===== src/rtl/audio_tone_arbiter.sv =====
// Fixed-priority arbiter that shares one CODEC write channel between tone requesters.
// The block plays a square wave of +/-AMPLITUDE and supports preemption by higher-priority requesters.
module audio_tone_arbiter #(
  parameter int          NUM_REQ   = 4,
  parameter int          PERIOD_W  = 16,
  parameter int          DUR_W     = 20,
  parameter logic [23:0] AMPLITUDE = 24'h0FFFFF,
  localparam int         ID_W      = (NUM_REQ > 1) ? $clog2(NUM_REQ) : 1
) (
  input  logic                         CLOCK_50,
  input  logic                         reset,
  input  logic [NUM_REQ-1:0]           req,
  input  logic [NUM_REQ*PERIOD_W-1:0]  req_half_period,
  input  logic [NUM_REQ*DUR_W-1:0]     req_duration,
  output logic [NUM_REQ-1:0]           grant,
  output logic                         busy,
  output logic [ID_W-1:0]              active_id,
  output logic                         done,
  output logic                         aborted,
  input  logic                         write_ready,
  output logic                         write,
  output logic [23:0]                  writedata_left,
  output logic [23:0]                  writedata_right
);

  localparam logic [23:0] AMP_NEG = ~AMPLITUDE + 24'd1;

  typedef enum logic {
    IDLE = 1'b0,
    PLAY = 1'b1
  } state_t;

  state_t              state_q, state_d;
  logic [PERIOD_W-1:0] half_q, half_d;
  logic [PERIOD_W-1:0] cnt_q, cnt_d;
  logic [DUR_W-1:0]    rem_q, rem_d;
  logic                phase_q, phase_d;
  logic [ID_W-1:0]     id_q, id_d;
  logic [NUM_REQ-1:0]  grant_q, grant_d;
  logic                done_q, done_d;
  logic                aborted_q, aborted_d;
  logic [23:0]         data_q, data_d;

  logic [PERIOD_W-1:0] hp_slot  [NUM_REQ];
  logic [DUR_W-1:0]    dur_slot [NUM_REQ];
  logic [ID_W-1:0]     win_idx;
  logic                req_any;
  logic                preempt;
  logic                accept;
  logic                load;

  for (genvar g = 0; g < NUM_REQ; g++) begin : g_slot
    assign hp_slot[g]  = req_half_period[g*PERIOD_W +: PERIOD_W];
    assign dur_slot[g] = req_duration[g*DUR_W +: DUR_W];
  end

  // Lowest requesting index wins; scanning downward leaves the smallest set bit.
  always_comb begin
    win_idx = '0;
    for (int i = NUM_REQ - 1; i >= 0; i--) begin
      if (req[i]) win_idx = ID_W'(i);
    end
  end

  assign req_any = |req;
  assign preempt = (state_q == PLAY) && req_any && (win_idx < id_q);
  assign load    = ((state_q == IDLE) && req_any) || preempt;

  // Handshake: write is a valid strobe that is only raised when write_ready is
  // already high, so every cycle with write high transfers exactly one sample.
  assign accept = (state_q == PLAY) && write_ready;

  always_comb begin
    state_d   = state_q;
    half_d    = half_q;
    cnt_d     = cnt_q;
    rem_d     = rem_q;
    phase_d   = phase_q;
    id_d      = id_q;
    grant_d   = '0;
    done_d    = 1'b0;
    aborted_d = 1'b0;

    if (load) begin
      aborted_d = preempt;
      grant_d   = NUM_REQ'(1) << win_idx;
      id_d      = win_idx;
      half_d    = hp_slot[win_idx];
      rem_d     = dur_slot[win_idx];
      phase_d   = 1'b1;
      cnt_d     = '0;
      if ((hp_slot[win_idx] != '0) && (dur_slot[win_idx] != '0)) begin
        state_d = PLAY;
      end else begin
        state_d = IDLE;
        done_d  = 1'b1;
      end
    end else if (accept) begin
      rem_d = rem_q - DUR_W'(1);
      if (rem_q == DUR_W'(1)) begin
        state_d = IDLE;
        done_d  = 1'b1;
      end else if (cnt_q == half_q - PERIOD_W'(1)) begin
        cnt_d   = '0;
        phase_d = ~phase_q;
      end else begin
        cnt_d = cnt_q + PERIOD_W'(1);
      end
    end

    // Sample register tracks the phase that the next accepted sample will carry.
    data_d = (state_d == PLAY) ? (phase_d ? AMPLITUDE : AMP_NEG) : 24'd0;
  end

  always_ff @(posedge CLOCK_50) begin
    if (reset) begin
      state_q   <= IDLE;
      half_q    <= '0;
      cnt_q     <= '0;
      rem_q     <= '0;
      phase_q   <= 1'b0;
      id_q      <= '0;
      grant_q   <= '0;
      done_q    <= 1'b0;
      aborted_q <= 1'b0;
      data_q    <= '0;
    end else begin
      state_q   <= state_d;
      half_q    <= half_d;
      cnt_q     <= cnt_d;
      rem_q     <= rem_d;
      phase_q   <= phase_d;
      id_q      <= id_d;
      grant_q   <= grant_d;
      done_q    <= done_d;
      aborted_q <= aborted_d;
      data_q    <= data_d;
    end
  end

  assign grant           = grant_q;
  assign busy            = (state_q == PLAY);
  assign active_id       = id_q;
  assign done            = done_q;
  assign aborted         = aborted_q;
  assign write           = busy && write_ready;
  assign writedata_left  = data_q;
  assign writedata_right = data_q;

endmodule


===== config.mk =====
export PLATFORM = sky130hd
export DESIGN_NAME = audio_tone_arbiter
export DESIGN_NICKNAME = d
export VERILOG_FILES = /design/src/rtl/audio_tone_arbiter.sv
export SDC_FILE = /design/constraint.sdc
export NUM_CORES = 1
export LEC_CHECK = 0
export BUFFER_PORTS_ARGS = -buffer_cell sky130_fd_sc_hd__buf_2
export CORE_MARGIN = 5
export CORE_UTILIZATION = 50
export DETAILED_ROUTE_END_ITERATION = 7
export PLACE_DENSITY = 0.88
export SKIP_LAST_GASP = 1
export SYNTH_ARGS = -nofsm -noshare
export SYNTH_HDL_FRONTEND = slang
export SYNTH_SLANG_ARGS = --single-unit
export TNS_END_PERCENT = 100

===== constraint.sdc =====
create_clock -name CLOCK_50 -period 7.55 [get_ports CLOCK_50]
set_input_delay 1.51 -clock CLOCK_50 [delete_from_list [all_inputs] [get_ports CLOCK_50]]
set_output_delay 1.51 -clock CLOCK_50 [all_outputs]
set_load 0.02 [all_outputs]

**After elaboration in Yosys (flattened, before gate mapping)**

Index checks and enable logic that the tools add are counted.

- Output and inout port bits: 58
- Input bits: 151
- Word-level logic and storage cells: 64
- Bits in registers: 86

- Bitwise gates (word level): 6
- Multiplexer cells: 26
- Shift operators: 1
- Reduce and logical (&&, ||, !) cells: 14
- Add/sub/neg operators: 3
- Eq/ne operators: 2
- Magnitude comparators: 2

Operator list:

| operator | count |
|---|---|
| 20-bit two-way mux | 4 |
| 16-bit two-way mux | 3 |
| 20-bit binary-select mux with 2-bit select | 1 |
| 16-bit binary-select mux with 2-bit select | 1 |
| 24-bit two-way mux | 1 |
| 20-bit by 1-bit == test with 1-bit output (second input constant) | 1 |
| 20-bit nonzero test | 1 |
| 20-bit by 1-bit subtractor with 20-bit output (second input constant) | 1 |
| 16-bit by 1-bit adder with 16-bit output (second input constant) | 1 |
| 16-bit == test | 1 |
| 16-bit nonzero test | 1 |
| 16-bit by 1-bit subtractor with 16-bit output (second input constant) | 1 |
| 1-bit two-way mux | 12 |
| 2-bit two-way mux | 4 |
| 2-bit OR reduction | 3 |
| 1-bit logical AND | 5 |
| 1-bit NOT | 5 |
| 4-bit OR reduction | 1 |
| 1-bit by 2-bit left shift with 4-bit output (first input constant) | 1 |
| 3-bit greater-or-equal comparator (second input constant) | 1 |
| 2-bit NOT with 3-bit output | 1 |
| 2-bit < comparator | 1 |
| 2-bit AND reduction | 1 |
| 2-bit nonzero test | 1 |
| 1-bit logical OR | 1 |

**Logic depth before layout (Yosys ltp)**

Gate-level depths: netlist of the first run.

- Depth after elaboration: 14
- Gate-level depth with buffers: 14
- Gate-level depth less buffers: 11

**Worst setup path after synthesis of the first run**

No wires, ideal clock.

- Path type: in2reg
- Start point: input req[1]
- End point: register data_q[22], in the netlist writedata_left[22]
- Arrival time: 4.315 ns
- Stages: 14
- Path slack: 3.120 ns
- Data required time: 7.434 ns
- Path through: buf_4 -> nor2_1 -> o21ai_0 -> clkbuf_1 -> inv_1 -> ha_1 -> nand2_1 -> a21oi_1 -> a211oi_1 -> clkbuf_1 -> nand4_1 -> or4_4 -> and3_4 -> and3_1

- Cells in the longest elaborated chain, start to end: 12
- Elaborated cells between the ends (all ways): 24
- Classes of those cells: 1 x order compare; 12 x mux; 2 x bitwise; 9 x reduce/logical

RTL lines:

| element | RTL line | RTL |
|---|---|---|
| start: declaration | 12 | `input logic [NUM_REQ-1:0] req,` |
| 2-bit two-way mux * (2 in a row) | 61 | `if (req[i]) win_idx = ID_W'(i);` |
| named net win_idx[1] | 46 | `logic [ID_W-1:0] win_idx;` |
| 2-bit NOT with 3-bit output (implied by the code) | 92 | `if ((hp_slot[win_idx] != '0) && (dur_slot[win_idx] != '0)) begin` |
| 20-bit binary-select mux with 2-bit select / 16-bit binary-select mux with 2-bit select (equally long branches) | 92 |  |
| 20-bit two-way mux (implied by the code) / 16-bit two-way mux (equally long branches) (2 in a row) | 92 |  |
| 20-bit nonzero test / 16-bit nonzero test (equally long branches) | 92 |  |
| 1-bit logical AND | 92 |  |
| 1-bit two-way mux | 92 |  |
| 1-bit two-way mux | 84 | `if (load) begin` |
| 1-bit NOT (no source line) | -- |  |
| 2-bit OR reduction (no source line) | -- |  |
| end signal: assignment | 137 | `data_q <= data_d;` |
| end: declaration | 42 | `logic [23:0] data_q, data_d;` |

The timed path passes the listed nets; every way through them passes the cells marked *. The select of a mux whose other input is x is not followed.
A chain may end at the register's enable or synchronous reset.

**Final worst setup path of the first run**

- Start point: input req[1]
- End point: register data_q[19], in the netlist writedata_left[19]

Same word-level chain as after synthesis.

==> results.yml, run 1 <==
outcome:
  outcome: "finished, final reports clean"
die:
  row_count: 36
  start_util_pct: 51.4
  ios: 209
  dieWidth_um: 110
  die_h_um: 110
  die-area_mm2: 0.0122
  core_area_mm2: 0.00977
job:
  drv_cap: 0
yosys:
  synthTopCellsByArea: "dfxtp_1 (26%), buf_4 (7.0%), a21oi_1 (5.5%)"
  synth-compound-area-share_pct: 26.8
  ys.flop_type: "dfxtp_1"
  synth-async-reset-ratio_pct: 0
  synth-simple-area-share_pct: 25.9
  ys_seq_area_share_pct: 25.9
  synth_mux_area_share_pct: 0.399
  synth-edff-count: 0
  synthTopCellsByCount: "nor2_1 (73), dfxtp_1 (65), a21oi_1 (55)"
  yosysWarnings: 0
  syn_area_per_cell_um2: 7.34
  yosys.area.top_type: "dfxtp_1"
  syn-num-nets: 840
  synth_cell_type_count: 73
  syn_inst: 684
  synth_area_mm2: 0.00502
  yosysTopAreaCellShare_pct: 25.9
  synth.most_common_cell: "nor2_1"
  ys_ff_latch: 65
  synth_xor_area_share_pct: 7.15
  synth_top_family_by_area: "compound AO/OA/AOI/OAI gates"
  synthAdderAreaFrac_pct: 1.44
timing:
  hold_viol_final: 0
  finalSetupViolations: 0
  fin_crit_sh_pct: 57.4
  period_minus_slack_ps: 4330
  fin_tns_setup_ps: 0
  fin_skew_ps: 14.6
  timing.fmax_ghz: 0.231
  relSlewSlack_pct: 30.0
  tightest_slew_ps: 1040
  rsz0062_at_grt: "false"
  drv_slew: 0
worst_setup_path:
  path_buf_inv: 4
  end_kind: "flop"
  max_stage_delay_ps: 600
  path_cells: "buf_2 -> nor2_1 -> o21ai_0 -> buf_4 -> inv_1 -> ha_1 -> nand2_1 -> a21oi_1 -> a211o_1 -> buf_4 -> nor4_1 -> nand4_1 -> and3_4 -> a21boi_0"
  crit_arrival_ps: 4610
  worst_path_max_delay_cell: "a211o_1"
  crit_type: "input pin to flop"
  regToRegSetupSlack_ps: 4200
  path_max_fanout: 27
  required_ps: 7830
  crit_start: "req[1]"
  startpoint_type: "input pin"
  cpLargestDelayFamily: "compound AO/OA/AOI/OAI gates"
  cpMostUsedCell: "buf_4"
  r2r_start: "half_q[0]"
cts:
  cts-resized-gates: 0
  clk_latency_ps: 350
  clkTransAtPathRegs_ps: 70
  cts_setup_buffers: 0
  htreeDepth: 3
  cts_buffer_depth: 2
  cts_tree: "yes"
  cts-root-buf: "clkbuf_8"
  cts_buffers: 9
  postCtsHoldBufs: 0
  cts.sinks: 65
routing:
  viasPerCell: 6.10
  routed_wl_um: 16900
  routed-via-count: 5832
  drt_first_pass_iters: 5
  wl_per_cell_um: 17.7
  drt-initial-drc-count: 461
  postRouteAntennaNets: 0
  drc: 0
global_route:
  grt_pass1_wl_um: 25900
  grt_usage_pct: 27.0
  overflow: 0
  antenna_found_initial: 1
  first_global_vias: 5374
  grt_max_degree: 48
placement:
  post-dp-hpwl_um: 13200
  dp_cells: 939
  io_buffers: 208
  place_congestion: 0.985
power:
  p_leak_nw: 2.57
  power.density_mw_per_mm2: 199
  ir_drop_mv: 0.130
cells_and_area:
  postLayoutCoreUtil_pct: 61.3
  instances_no_fill: 956
  nets: 973
  syn_to_final_growth_pct: 19.3
  layout-drive-gt1-share_pct: 29.2
hold_path:
  min_from: "active_id[1]"
  hold_class: "flop to flop"
==> where the power goes <==
| part | switching, mW | internal [mW] |
|---|---|---|
| clock | 0.135 | 0.228 |
| sequential | 0.0442 | 0.373 |
| combinational | 0.251 | 0.159 |
| total | 0.430 | 0.761 |
==> state kept, by name, indices dropped and copies added, names as in the netlist <==
name            cells
cnt_q              16
rem_q              20
half_q             16
busy                1
active_id           2
aborted             1
done                1
writedata_left      3
phase_q             1
grant               4
==> metrics by stage <==
stage	area, um2	hold slack [ps]	power, mW	setup WS [ps]
final	5990	483	1.19	3220
after global routing	5990	518	1.25	3020
after CTS	5990	486	1.19	3300
after detailed placement	5750	476	0.826	2940
after global placement	5750	463	0.820	3000
after floorplan	5020	450	0.729	3120
==> cells by family after synthesis <==
logic type	after synthesis
AO/OA/AOI/OAI	203
XOR/XNOR	41
adder cells (fa/ha/maj)	6
buffers and inverters	112
flip-flops	65
multiplexers	2
AND/OR/NAND/NOR	255
==> layout make-up <==
class | instances | area [um2]
fillers | 937 | 3780
clock inverters | 5 | 103
diodes | 1 | 2.50
well taps | 133 | 166
flip-flops and latches | 65 | 1300
inverters | 19 | 71.3
clock buffers | 11 | 141
repair buffers | 215 | 1090
multi-input cells | 507 | 3110
==> path summary, 6_finish.rpt <==
kind	end	cells past startpoint
max	writedata_left[19]	14
min	active_id[1]	2
min reg2reg	active_id[1]	2
max reg2reg	cnt_q[11]	10
==> worst register-to-register path: cells and delay by family (launching register included) <==
family / cells / cell delay, ps
compound gates: 2 / 440
flops: 1 / 380
fa+ha+maj: 1 / 230
simple gates: 5 / 1980
buf+inv: 1 / 90
xor+xnor: 1 / 110
==> layout by cell type, fill, tap and decap left out, drive strengths merged, types with 3 or more instances in the layout <==
master    n
and2      6
a221oi    8
nand3    21
nor2     73
xnor2    18
clkinv    3
nand2b    7
nor4b     4
a32oi     4
nand4     8
or4       7
o22a      7
dfxtp    65
nand2    54
a21oi    55
ha        5
nor2b     4
nor4     18
xor2     23
o22ai    37
nand3b    3
and3      9
inv      17
bufinv    3
o221ai    4
a22oi     3
a211oi   16
a311oi    3
o21ai    23
and4      4
a31oi    13
or3       4
buf     215
clkbuf   11
nor3     25
==> layer usage <==
layer  vias to the layer above  GRT usage [%]  wire (um)  part of all wire [%]
met5                         -              0          0                     0
met4                         0           10.9        522                   3.1
met3                        49           5.42       1780                    11
met2                       383           45.8       8010                    47
met1                      2646           33.6       6580                    39
li1                       2754              -          -                     -
Note: power is estimated with default switching activity, not from simulation.
==> run 2: changes to the inputs <==
Settings changed: CORE_UTILIZATION 50 to 45, PLACE_DENSITY 0.88 to 0.84.
Clock period 7.55 ns to 3.5 ns, I/O delays scaled along.
==> run 2 against run 1 <==
Net effect:
- global-route usage fell by 2.6 points
- critical path depth fell by 4
- die area rose by 10%
- largest power group is now combinational cells
- sequential power rose by 110%
- final area rose by 3.7%
- total power rose by 110%
- clock-buffer cell count did not move
- utilization fell by 4.2 points
- clock power rose by 96%
- first-iteration DRC count rose by 28%
- final cell count rose by 3.8%
==> results.yml, run 2 (synthesized netlist as in run 1, its figures left out) <==
timing:
  timing.fmax_ghz: 0.316
  hold_ws_ps: 492
  hold_viol_final: 0
  finalSetupViolations: 0
  drv_slew: 0
  tightest_slew_ps: 797
  relSlewSlack_pct: 46.8
  period_minus_slack_ps: 3160
  rsz0062_at_grt: "false"
  fin_tns_setup_ps: 0
  fin_crit_sh_pct: 90.3
  fin_skew_ps: 8.86
placement:
  io_buffers: 208
  place_congestion: 0.957
  post-dp-hpwl_um: 13600
cells_and_area:
  top_regs: "rem_q: 20 flops, cnt_q: 16 flops, half_q: 16 flops"
  nets: 1003
  postLayoutCoreUtil_pct: 57.1
  fillerInstances: 1018
  largest_register_ffs: 20
  diodes: 0
  layout-drive-gt1-share_pct: 31.8
  layout_commonest_cell: "buf_2"
  regMostFlops: "rem_q"
  syn_to_final_growth_pct: 23.7
  layout_common_cells: "buf_2 (208), nor2_1 (72), dfxtp_1 (65)"
power:
  ir_drop_mv: 0.215
  p_leak_nw: 2.71
  power.density_mw_per_mm2: 406
  power_mw: 2.52
worst_setup_path:
  path_max_fanout: 15
  cpLargestDelayFamily: "simple AND/OR/NAND/NOR gates"
  startpoint_type: "input pin"
  crit_type: "input pin to flop"
  path_cells: "buf_2 -> inv_1 -> buf_4 -> o311ai_0 -> a32o_1 -> o21ai_0 -> nor4_1 -> nand4_1 -> and3_4 -> and3_1"
  crit_arrival_ps: 3400
  max_stage_delay_ps: 560
  path_buf_inv: 3
  worst_path_max_delay_cell: "nor4_1"
  end_kind: "flop"
  regToRegSetupSlack_ps: 380
  required_ps: 3730
routing:
  routed-via-count: 5875
  drt-initial-drc-count: 591
  drt_first_pass_iters: 5
  wl_per_cell_um: 17.2
  routed_wl_um: 17000
  viasPerCell: 5.92
  postRouteAntennaNets: 0
  drc: 0
die:
  core_area_mm2: 0.0109
  ios: 209
  die-area_mm2: 0.0134
  die_h_um: 116
  start_util_pct: 46.1
  row_count: 38
  dieWidth_um: 116
cts:
  postCtsHoldBufs: 0
  cts_buffers: 9
  cts-resized-gates: 0
  htreeDepth: 3
  cts_buffer_depth: 2
  cts.sinks: 65
  clkTransAtPathRegs_ps: 70
  cts-root-buf: "clkbuf_8"
  cts_tree: "yes"
  clk_latency_ps: 340
  cts_setup_buffers: 0
outcome:
  outcome: "finished, final reports clean"
global_route:
  grt_pass1_wl_um: 26300
  grt_usage_pct: 24.5
  overflow: 0
  antenna_found_initial: 0
  grt_max_degree: 45
  first_global_vias: 5420
job:
  drv_cap: 0
hold_path:
  hold_class: "flop to flop"
run 2: worst paths after layout:
| kind | startpoint | cells after the start | to |
|---|---|---|---|
| max | req[2] | 10 | writedata_left[22] |
| min | rem_q[4] | 2 | rem_q[4] |
| max reg2reg | half_q[0] | 11 | cnt_q[3] |
| min reg2reg | rem_q[4] | 2 | rem_q[4] |
run 2: per-layer routing:
layer	share of wire, %	wire length, um	global-route usage (%)	vias to the layer above
li1	-	-	-	2816
met1	40	6860	30.5	2662
met2	46	7840	40.0	344
met3	9.8	1670	5.38	53
met4	4.0	674	12.1	0
met5	0	0	0	-
run 2: power breakdown:
part           internal, mW  switching, mW  leakage [nW]
Clock                 0.420          0.291         0.113
Sequential            0.805         0.0913         0.535
Combinational         0.371          0.545          2.06
run 2: area by class of cell:
class | count | area (um2) | area share [%]
multi-input cells | 507 | 3120 | 50.1
repair buffers | 245 | 1330 | 21.4
flip-flops and latches | 65 | 1300 | 20.9
well taps | 140 | 175 | 2.82
clock buffers | 11 | 141 | 2.27
clock inverters | 5 | 78.8 | 1.27
inverters | 19 | 71.3 | 1.15
run 2: per-stage QoR:
stage / area, um2 / cells / worst slack (ps)
final: 6220 / 992 / 338
after floorplan: 5030 / 684 / 78.9
after detailed placement: 6000 / 976 / 80.8
after global routing: 6220 / 992 / 136
after global placement: 6000 / 976 / 146
after CTS: 6220 / 992 / 386
run 2: worst min-delay path, stage by stage, from the launching register on:
cell	delay, ps
dfxtp_1	310
o21ai_0	70
a21oi_1	60
